## config.mk

```make
export PLATFORM = sky130hd
export DESIGN_NAME = control_sequencer
export DESIGN_NICKNAME = d
export VERILOG_FILES = /design/src/rtl/control_sequencer.sv
export SDC_FILE = /design/constraint.sdc
export NUM_CORES = 1
export LEC_CHECK = 0
export BUFFER_PORTS_ARGS = -buffer_cell sky130_fd_sc_hd__buf_4
export CORE_AREA = 2 2 48 50
export CTS_CLUSTER_SIZE = 12
export DETAILED_ROUTE_END_ITERATION = 8
export DIE_AREA = 0 0 50 52
export PLACE_DENSITY = 0.85
export SYNTH_ARGS = -nofsm -noshare
export SYNTH_HDL_FRONTEND = slang
export SYNTH_SLANG_ARGS = --single-unit
export TNS_END_PERCENT = 100
```

## constraint.sdc

```tcl
create_clock -name Clock -period 2.7 [get_ports Clock]
set_input_delay 0.27 -clock Clock [delete_from_list [all_inputs] [get_ports Clock]]
set_output_delay 0.27 -clock Clock [all_outputs]
set_load 0.01 [all_outputs]
```

## src/rtl/control_sequencer.sv

```systemverilog
// ---------------------------------------------------------------------------
// control_sequencer
//
// Hardwired control unit for the 32-bit bus-based CPU datapath. A T-state
// machine (T0..T7 plus HALT) steps through fetch and the execute sequence
// selected by the opcode in IR[31:27]. Each state lasts one cycle, and the
// strobes are a Moore decode of the state, the opcode and CON.
//
// Ports:
//   Clock                        system clock, rising edge
//   Clear                        synchronous active-high reset (to T0, Run=1)
//   IR[31:0]                     instruction register, opcode = IR[31:27]
//   CON                          branch condition flag, used in br T6 only
//   PCout..Cout                  bus-drive selects (at most one high)
//   MARin..CONIn                 register load enables
//   Gra, Grb, Grc                register-field selects
//   IncPC, Read, Write           PC increment and memory strobes
//   ADD, SUB, AND, OR            one-hot ALU operation select
//   Run                          high while executing, low in HALT
// ---------------------------------------------------------------------------
module control_sequencer (
    input  logic        Clock,
    input  logic        Clear,
    input  logic [31:0] IR,
    input  logic        CON,
    output logic        PCout,
    output logic        Zlowout,
    output logic        MDRout,
    output logic        Rout,
    output logic        BAout,
    output logic        Cout,
    output logic        MARin,
    output logic        Zin,
    output logic        PCin,
    output logic        MDRin,
    output logic        IRin,
    output logic        Yin,
    output logic        Rin,
    output logic        CONIn,
    output logic        Gra,
    output logic        Grb,
    output logic        Grc,
    output logic        IncPC,
    output logic        Read,
    output logic        Write,
    output logic        ADD,
    output logic        SUB,
    output logic        AND,
    output logic        OR,
    output logic        Run
);

    typedef enum logic [3:0] {T0, T1, T2, T3, T4, T5, T6, T7, HALT} state_t;

    localparam logic [4:0] OP_LD   = 5'b00000;
    localparam logic [4:0] OP_LDI  = 5'b00001;
    localparam logic [4:0] OP_ST   = 5'b00010;
    localparam logic [4:0] OP_ADD  = 5'b00011;
    localparam logic [4:0] OP_SUB  = 5'b00100;
    localparam logic [4:0] OP_AND  = 5'b00101;
    localparam logic [4:0] OP_OR   = 5'b00110;
    localparam logic [4:0] OP_ADDI = 5'b01011;
    localparam logic [4:0] OP_ANDI = 5'b01100;
    localparam logic [4:0] OP_ORI  = 5'b01101;
    localparam logic [4:0] OP_BR   = 5'b10010;
    localparam logic [4:0] OP_JR   = 5'b10011;
    localparam logic [4:0] OP_HALT = 5'b11010;

    state_t     r_state;
    state_t     w_next;
    logic [4:0] w_op;
    logic       w_isAlu, w_isImm, w_isLdi, w_isLd, w_isSt, w_isBr, w_isJr, w_isHalt;
    logic       w_selAdd, w_selSub, w_selAnd, w_selOr;
    logic       w_unusedIr;

    assign w_op       = IR[31:27];
    assign w_unusedIr = ^IR[26:0];

    assign w_isAlu  = (w_op == OP_ADD) || (w_op == OP_SUB) || (w_op == OP_AND) || (w_op == OP_OR);
    assign w_isImm  = (w_op == OP_ADDI) || (w_op == OP_ANDI) || (w_op == OP_ORI);
    assign w_isLdi  = (w_op == OP_LDI);
    assign w_isLd   = (w_op == OP_LD);
    assign w_isSt   = (w_op == OP_ST);
    assign w_isBr   = (w_op == OP_BR);
    assign w_isJr   = (w_op == OP_JR);
    assign w_isHalt = (w_op == OP_HALT);

    // ALU operation for the register and immediate forms in T4
    assign w_selAdd = (w_op == OP_ADD) || (w_op == OP_ADDI);
    assign w_selSub = (w_op == OP_SUB);
    assign w_selAnd = (w_op == OP_AND) || (w_op == OP_ANDI);
    assign w_selOr  = (w_op == OP_OR)  || (w_op == OP_ORI);

    // State register; Clear takes effect at the edge from any state
    always_ff @(posedge Clock) begin
        if (Clear) begin
            r_state <= T0;
        end else begin
            r_state <= w_next;
        end
    end

    // Next state: fetch is fixed, then the opcode picks the sequence length
    always_comb begin
        w_next = T0;
        case (r_state)
            T0:   w_next = T1;
            T1:   w_next = T2;
            T2:   w_next = T3;
            T3: begin
                if (w_isHalt) begin
                    w_next = HALT;
                end else if (w_isAlu || w_isImm || w_isLdi || w_isLd || w_isSt || w_isBr) begin
                    w_next = T4;
                end else begin
                    w_next = T0;
                end
            end
            T4:   w_next = T5;
            T5:   w_next = (w_isLd || w_isSt || w_isBr) ? T6 : T0;
            T6:   w_next = (w_isLd || w_isSt) ? T7 : T0;
            T7:   w_next = T0;
            HALT: w_next = HALT;
            default: w_next = T0;
        endcase
    end

    // Output decode; Clear blanks every strobe regardless of state
    always_comb begin
        PCout = 1'b0; Zlowout = 1'b0; MDRout = 1'b0; Rout = 1'b0; BAout = 1'b0; Cout = 1'b0;
        MARin = 1'b0; Zin = 1'b0; PCin = 1'b0; MDRin = 1'b0; IRin = 1'b0; Yin = 1'b0;
        Rin = 1'b0; CONIn = 1'b0;
        Gra = 1'b0; Grb = 1'b0; Grc = 1'b0;
        IncPC = 1'b0; Read = 1'b0; Write = 1'b0;
        ADD = 1'b0; SUB = 1'b0; AND = 1'b0; OR = 1'b0;
        Run = (r_state != HALT);
        if (!Clear) begin
            case (r_state)
                T0: begin
                    PCout = 1'b1; MARin = 1'b1; IncPC = 1'b1; Zin = 1'b1;
                end
                T1: begin
                    Zlowout = 1'b1; PCin = 1'b1; Read = 1'b1; MDRin = 1'b1;
                end
                T2: begin
                    MDRout = 1'b1; IRin = 1'b1;
                end
                T3: begin
                    if (w_isAlu || w_isImm) begin
                        Grb = 1'b1; Rout = 1'b1; Yin = 1'b1;
                    end else if (w_isLdi || w_isLd || w_isSt) begin
                        Grb = 1'b1; BAout = 1'b1; Yin = 1'b1;
                    end else if (w_isBr) begin
                        Gra = 1'b1; Rout = 1'b1; CONIn = 1'b1;
                    end else if (w_isJr) begin
                        Gra = 1'b1; Rout = 1'b1; PCin = 1'b1;
                    end
                end
                T4: begin
                    if (w_isAlu) begin
                        Grc = 1'b1; Rout = 1'b1; Zin = 1'b1;
                        ADD = w_selAdd; SUB = w_selSub; AND = w_selAnd; OR = w_selOr;
                    end else if (w_isImm) begin
                        Cout = 1'b1; Zin = 1'b1;
                        ADD = w_selAdd; SUB = w_selSub; AND = w_selAnd; OR = w_selOr;
                    end else if (w_isLdi || w_isLd || w_isSt) begin
                        Cout = 1'b1; ADD = 1'b1; Zin = 1'b1;
                    end else if (w_isBr) begin
                        PCout = 1'b1; Yin = 1'b1;
                    end
                end
                T5: begin
                    if (w_isAlu || w_isImm || w_isLdi) begin
                        Zlowout = 1'b1; Gra = 1'b1; Rin = 1'b1;
                    end else if (w_isLd || w_isSt) begin
                        Zlowout = 1'b1; MARin = 1'b1;
                    end else if (w_isBr) begin
                        Cout = 1'b1; ADD = 1'b1; Zin = 1'b1;
                    end
                end
                T6: begin
                    if (w_isLd) begin
                        Read = 1'b1; MDRin = 1'b1;
                    end else if (w_isSt) begin
                        Gra = 1'b1; Rout = 1'b1; MDRin = 1'b1;
                    end else if (w_isBr && CON) begin
                        Zlowout = 1'b1; PCin = 1'b1;
                    end
                end
                T7: begin
                    if (w_isLd) begin
                        MDRout = 1'b1; Gra = 1'b1; Rin = 1'b1;
                    end else if (w_isSt) begin
                        Write = 1'b1;
                    end
                end
                default: begin
                end
            endcase
        end
    end

endmodule

```

---- Word-level counts from Yosys, hierarchy flattened ----
Cells that the tools add are included.
word-level totals
  bits in registers ....................... 4
  input port bits ......................... 35
  output and inout port bits .............. 25
  logic and storage cells ................. 136
cells by class
  eq/ne operators ......................... 21
  multiplexer cells ....................... 94
  reduce and logical (&&, ||, !) cells .... 20
operator list
  operator            number
  $mux 1              75
  $pmux 4 s8          1
  $pmux 1 s2          9
  $logic_or 1x1->1    17
  $eq 4x3->1 const B  4
  $eq 5x3->1 const B  3
  $eq 5x4->1 const B  3
  $eq 5x5->1 const B  3
  $pmux 1 s3          4
  $eq 5x2->1 const B  2
  $mux 3              3
  $eq 4x2->1 const B  2
  $eq 5x1->1 const B  1
  $logic_not 5->1     1
  $eq 4x1->1 const B  1
  $eq 4x4->1 const B  1
  $logic_not 4->1     1
  $mux 4              1
  $ne 4x4->1 const B  1
  $pmux 1 s4          1
  $logic_and 1x1->1   1

---- Depth between registers and ports, before layout ----
Gate-level depths: netlist of run 1.
  depth in word-level cells ............... 12
  mapped depth ............................ 6
  mapped depth without buffers ............ 4

---- Least setup slack after synthesis of run 1 ----
OpenSTA, ideal clock, no wires.
  path kind ............................... register -> output
  start point ............................. reg r_state[1]
  end point ............................... out Rout
  arrival ................................. 1.688 ns
  required time ........................... 2.430 ns
  setup slack ............................. 0.742 ns
  cell stages (with the launch flop) ...... 6
  path buffers ............................ 1
  cell sequence ........................... dfxtp_1 -> buf_6 -> or4b_4 -> a2111oi_4 -> o22ai_1 -> a211oi_2
between the ends
  cells in the longest elaborated chain, start to end .. 3
  elaborated cells on any way between the ends .. 5
  those cells by class .................... eq/ne (3); mux (2)
ends and longest elaborated chain
  what                                             RTL line  RTL
  from (decl)                                      69        state_t r_state;
  from (signal assigned)                           99        r_state <= w_next;
  $eq 4x3->1 / $eq 4x2->1 (equally long branches)  138       case (r_state)
  $pmux 1 s3 (*)                                   138
  $mux 1 (*)                                       137       if (!Clear) begin
  to (decl)                                        29        output logic Rout,
Mark *: on every way between the ends. The rest lies on a longest branch, timed or not.

---- Worst setup path in the final report of run 1 ----
Same ends and word-level chain as after synthesis.

==> results.sh, run 1 <==
export IMPL_worstPathCellList="or4b_4 > a2111oi_4 > o22ai_1 > a211oi_2 > buf_4"
export IMPL_nets=193
export IMPL_drt_iter0_drc=20
export IMPL_ios=60
export IMPL_synth_edf_count=0
export IMPL_pwr_density_cell_nw_per_um2=277
export IMPL_startpoint_type="flop"
export IMPL_finalSetupViolCount=0
export IMPL_cts_root_buf="clkbuf_4"
export IMPL_final_common_cell="buf_4"
export IMPL_netlist_instances=134
export IMPL_drtPass1Iterations=4
export IMPL_drv_cap=0
export IMPL_outcome="finished clean"
export IMPL_syn_num_nets=169
export IMPL_grt_pass1_wl_um=4130
export IMPL_worst_slew_pin_slew_ns=0.409
export IMPL_worstReg2RegStart="r_state[3]"
export IMPL_initial_core_util_pct=41.5
export IMPL_drive_above_1_share_pct=31.4
export IMPL_core_um2=2110
export IMPL_timing_worst_setup_path_type="flop to output port"
export IMPL_hpwl_um=1850
export IMPL_top_register="r_state"
export IMPL_cts_made_buffers=3
export IMPL_synth_cell_type_count=45
export IMPL_drc=0
export IMPL_via_per_inst=5.80
export IMPL_relSlewSlack_pct=72.5
export IMPL_die_height_um=52
export IMPL_leakage_uw=0.000434
export IMPL_clkLatencyLatePin_ns=0.23
export IMPL_post_route_min_period_ns=2.23
export IMPL_syn_cell_area_um2=873
export IMPL_async_reset_ff_share_pct=0
export IMPL_ys_seq_area_share_pct=9.17
export IMPL_avgRoutedWirePerCell_um=13.9
export IMPL_cp_max_fo=3
export IMPL_antenna_found_initial=0
export IMPL_track_usage_pct=19.7
export IMPL_skew_ns=0.000762
export IMPL_cts_setup_buffers=0
export IMPL_endpoint="Rout"
export IMPL_cts_resized=0
export IMPL_end_kind="output port"
export IMPL_ir_drop_mv=0.252
export IMPL_cts_htree_levels=1
export IMPL_port_buffer_count=32
export IMPL_drt_total_wl_um=2550
export IMPL_n_antenna_cell=0
export IMPL_reg2reg_slack_ns=1.16
export IMPL_path_depth=5
export IMPL_final_cells=184
export IMPL_hold_start="Clear"
export IMPL_rr_worst_depth=4
export IMPL_overflow=0
export IMPL_grt_max_degree=22
export IMPL_top_regs="r_state x4"
export IMPL_die_w_um=50
export IMPL_reg2reg_to="r_state[2]"
export IMPL_area_delta_synth_final_pct=28.4
export IMPL_grt_pass1_vias=906
export IMPL_cp_data_arrival_time_ns=1.96
export IMPL_cp_required_ns=2.43
export IMPL_holdBufCountCts=0
export IMPL_fin_tns_setup_ns=0
export IMPL_fin_crit_sh_pct=82.8
export IMPL_placedCellCount=181
export IMPL_rows=17
export IMPL_crit_slowest_cell="or4b_4"
export IMPL_vias=1068
export IMPL_crit_start="r_state[1]"
export IMPL_critPathMaxStageDelay_ns=0.57
export IMPL_final_cell_mix="buf_4 (35), nor2_1 (19), nand2_1 (10)"
export IMPL_largest_reg_flops=4
export IMPL_drt_antenna_violating_nets=0
export IMPL_synth_seq_cells=4
export IMPL_clk_pin_slew_ns=0.04
export IMPL_rsz0062_at_grt="false"
export IMPL_critical_path_top_delay_family="compound AO/OA/AOI/OAI gates"
export IMPL_fmax_ghz=0.448
export IMPL_die_area_um2=2600
export IMPL_finalHoldViolCount=0
export IMPL_cts_tree="yes"
export IMPL_cts_sinks=4
export IMPL_fillers=200
export IMPL_synthFlopType="dfxtp_1"
export IMPL_clk_path_buf_depth=2
export IMPL_gp_congestion=0.890
export IMPL_slew_viol_final=0
export IMPL_hold_class="primary input to flop"
export IMPL_ys_warn_count=0
export IMPL_postSynthAreaPerCell_um2=6.52
export IMPL_crit_buf_inv=1
==> area by class of cell <==
type / instances / area, um2 / share of cell area (%)
sequential: 4 / 80.1 / 7.14
tap: 28 / 35.0 / 3.12
clock buffer: 3 / 22.5 / 2.01
timing repair buffer: 35 / 263 / 23.4
inverter: 2 / 7.51 / 0.670
multi-input combinational: 112 / 713 / 63.6
==> how the worst min path moves through the flow <==
stage | to | slack, ns | depth (start not counted)
after CTS | r_state[0] | 0.48 | 3
after floorplan | r_state[3] | 0.56 | 4
after global placement | r_state[1] | 0.65 | 1
after global routing | r_state[0] | 0.51 | 3
final | r_state[0] | 0.49 | 3
after detailed placement | r_state[0] | 0.67 | 2
==> stage by stage <==
step | setup slack (ns) | instance area [um2] | power, uW | hold slack [ns] | utilization [%]
4_1_cts | 0.462 | 1120 | 310 | 0.477 | 53.2
2_1_floorplan | 0.742 | 873 | 189 | 0.559 | -
6_report | 0.465 | 1120 | 311 | 0.493 | 53.2
5_1_grt | 0.359 | 1120 | 329 | 0.507 | 53.2
3_3_place_gp | 0.521 | 1100 | 235 | 0.654 | 52.2
3_5_place_dp | 0.516 | 1100 | 239 | 0.665 | 52.2
==> synth_stat cells (3+ instances only) <==
| library cell | instances | area, um2 |
|---|---|---|
| clkbuf_1 | 10 | 37.5 |
| dfxtp_1 | 4 | 80.1 |
| nand2b_1 | 3 | 18.8 |
| nor3b_1 | 3 | 22.5 |
| or2_2 | 3 | 18.8 |
| nor2_1 | 19 | 71.3 |
| nor4_1 | 3 | 18.8 |
| nor2b_1 | 6 | 37.5 |
| o21a_1 | 4 | 30.0 |
| a21oi_1 | 6 | 30.0 |
| o21ai_0 | 8 | 40.0 |
| nand3_1 | 5 | 25.0 |
| nor3_1 | 5 | 25.0 |
| nand2_1 | 10 | 37.5 |
| o22ai_1 | 3 | 18.8 |
| buf_2 | 4 | 20.0 |
==> where the power goes <==
group	switching, uW	internal, uW	total (uW)	leakage [uW]
sequential	2.62	64.6	67.2	0.0000329
clock	20.5	49.5	70.0	0.0000138
combinational	101	72.6	174	0.000387
total	124	187	311	0.000434
==> routing by layer <==
metal,vias to the layer above,global-route usage [%],wire length [um],share of wire (%)
li1,538,-,-,-
met1,480,27.5,1130,44
met2,48,32.0,1240,48
met3,2,1.15,167,6.5
met4,0,6.94,14,0.55
met5,-,0,0,0
==> worst reg2reg max path, stage by stage (launching register included) <==
cell and delay, ns:
dfxtp_1 0.52, nor2_1 0.20, a22oi_1 0.36, nor3b_1 0.09, a22o_1 0.24
==> logic make-up (layout without fill, tap and decap cells) <==
family	count (synthesis)	after routing	share of synthesized area, %
DFF	4	4	9.17
muxes	4	4	4.87
buffers and inverters	18	40	9.17
xor gates and xnor gates	1	1	1.00
and+or+nand+nor	70	70	43.8
AOI/OAI and AO/OA	37	37	32.0
Note: power is estimated with default switching activity, not from simulation.
==> run 2, diff against run 1 <==
CORE_AREA = 2 2 52 54   (was 2 2 48 50)
DIE_AREA = 0 0 54 56   (was 0 0 50 52)
PLACE_DENSITY = 0.77   (was 0.85)
clock period = 1.9 ns   (was 2.7 ns; I/O delays follow)
==> results.sh, run 2 (same netlist as run 1, synthesis figures left out) <==
export IMPL_die_height_um=56
export IMPL_reg2reg_slack_ns=0.42
export IMPL_cts_root_buf="clkbuf_4"
export IMPL_vias=1169
export IMPL_power_switching_uw=210
export IMPL_power_frac_comb_pct=57.5
export IMPL_clk_path_buf_depth=2
export IMPL_port_buffer_count=32
export IMPL_violations="negative setup slack"
export IMPL_rsz0062_at_grt="true"
export IMPL_initial_core_util_pct=35.9
export IMPL_grt_met3_usage_pct=2.69
export IMPL_skew_ns=0.0112
export IMPL_clk_pin_slew_ns=0.04
export IMPL_cp_required_ns=1.71
export IMPL_worstReg2RegStart="r_state[0]"
export IMPL_cts_made_buffers=3
export IMPL_top_regs="r_state x4"
export IMPL_rows=18
export IMPL_reg2reg_to="r_state[2]"
export IMPL_fin_crit_sh_pct=107
export IMPL_startpoint_type="flop"
export IMPL_via_per_inst=5.87
export IMPL_timing_worst_setup_path_type="flop to output port"
export IMPL_finalHoldViolCount=0
export IMPL_largest_reg_flops=4
export IMPL_multiInputGateArea_um2=796
export IMPL_place_area_um2=1190
export IMPL_finalWorstSetupSlack_ns=-0.124
export IMPL_hold_start="Clear"
export IMPL_grt_busiest_layer="met2"
export IMPL_slew_viol_final=0
export IMPL_worst_slew_pin_slew_ns=0.366
export IMPL_drc=0
export IMPL_cp_data_arrival_time_ns=1.83
export IMPL_whs_ns=0.366
export IMPL_final_cells=199
export IMPL_antenna_found_initial=0
export IMPL_leakage_uw=0.000514
export IMPL_crit_start="r_state[0]"
export IMPL_post_route_min_period_ns=2.02
export IMPL_drv_cap=0
export IMPL_rr_worst_depth=5
export IMPL_hpwl_um=2110
export IMPL_drtPass1Iterations=4
export IMPL_ir_drop_mv=0.282
export IMPL_core_um2=2430
export IMPL_n_antenna_cell=0
export IMPL_drt_iter0_drc=45
export IMPL_die_area_um2=3020
export IMPL_die_w_um=54
export IMPL_drt_antenna_violating_nets=0
export IMPL_pwr_density_cell_nw_per_um2=379
export IMPL_area_delta_synth_final_pct=50.0
export IMPL_ios=60
export IMPL_regArea_um2=82.6
export IMPL_end_kind="output port"
export IMPL_cts_tree="yes"
export IMPL_met1_usage_pct=28.6
export IMPL_grt_pass1_vias=1001
export IMPL_overflow=0
export IMPL_grt_max_degree=22
export IMPL_cts_sinks=4
export IMPL_min_to="r_state[0]"
export IMPL_drive_above_1_share_pct=45.6
export IMPL_avgRoutedWirePerCell_um=15.2
export IMPL_placedCellCount=195
export IMPL_fmax_ghz=0.494
export IMPL_grt_pass1_wl_um=4750
export IMPL_top_register="r_state"
export IMPL_p_seq_share_pct=19.5
export IMPL_fillers=252
export IMPL_clkLatencyLatePin_ns=0.25
export IMPL_drt_total_wl_um=3030
export IMPL_final_common_cell="buf_4"
export IMPL_intPower_uw=286
export IMPL_final_cell_mix="buf_4 (47), nor2_1 (17), nand2_1 (10)"
export IMPL_outcome="complete, but fails checks"
export IMPL_use_met2_pct=30.8
export IMPL_cp_max_fo=3
export IMPL_nets=206
export IMPL_min_path_cells=3
export IMPL_finalSetupViolCount=5
export IMPL_p_clk_share_pct=23.0
export IMPL_hold_class="primary input to flop"
export IMPL_switching_share_pct=42.3
export IMPL_postLayoutCellArea_um2=1310
export IMPL_relSlewSlack_pct=75.4
export IMPL_cts_htree_levels=1
export IMPL_track_usage_pct=20.3
export IMPL_gp_congestion=0.950
## run 2: stage by stage
step                      TNS [ns]  power [uW]  setup WS, ns  utilization [%]
after floorplan                  0         268        0.0219                -
after global placement     -0.0525         354       -0.0525             49.0
after detailed placement   -0.0443         359       -0.0315             49.0
after CTS                   -0.376         480        -0.124             51.4
after global routing        -0.941         528        -0.195             53.9
final                       -0.427         496        -0.124             53.9
## run 2: repair_timing
| action | CTS | global route |
|---|---|---|
| resized for setup | 6 | 13 |
| setup buffers | 0 | 1 |
| setup endpoints to repair | 7 | 15 |
| hold buffers | 0 | 0 |
| cloned | 0 | 0 |
| pin swaps | 5 | 0 |
## run 2: area by class of cell
| class | count | share of cell area (%) |
|---|---|---|
| Multi-Input combinational cell | 112 | 60.7 |
| Timing Repair Buffer | 48 | 27.8 |
| Sequential cell | 4 | 6.30 |
| Tap cell | 30 | 2.87 |
| Clock buffer | 3 | 1.72 |
| Inverter | 2 | 0.573 |
## run 2: critical path, cell delays in order (launching register included)
cell and delay (ns):
dfxtp_2 0.31, or4b_4 0.56, or3_4 0.36, nor4_2 0.21
buf_4 0.16
## run 2: how the worst max path moves through the flow
stage	endpoint	slack, ns	cells past startpoint
after floorplan	Rout	0.02	5
after global placement	Rout	-0.05	6
after detailed placement	Rout	-0.03	6
after CTS	SUB	-0.12	4
after global routing	Rout	-0.20	5
final	SUB	-0.12	4
## run 2: power by group through the flow
stage	logic [uW]	registers [uW]	clock network, uW
after global placement	257	96.3	0
after CTS	270	95.8	114
after floorplan	172	96.2	0
after detailed placement	262	97.1	0
final	285	96.5	114
after global routing	312	97.4	119
## run 2: metal layers
layer / up-vias / wire (um)
met1: 540 / 1310
met4: 0 / 31
met3: 5 / 225
met2: 62 / 1460
met5: - / 0
li1: 562 / -
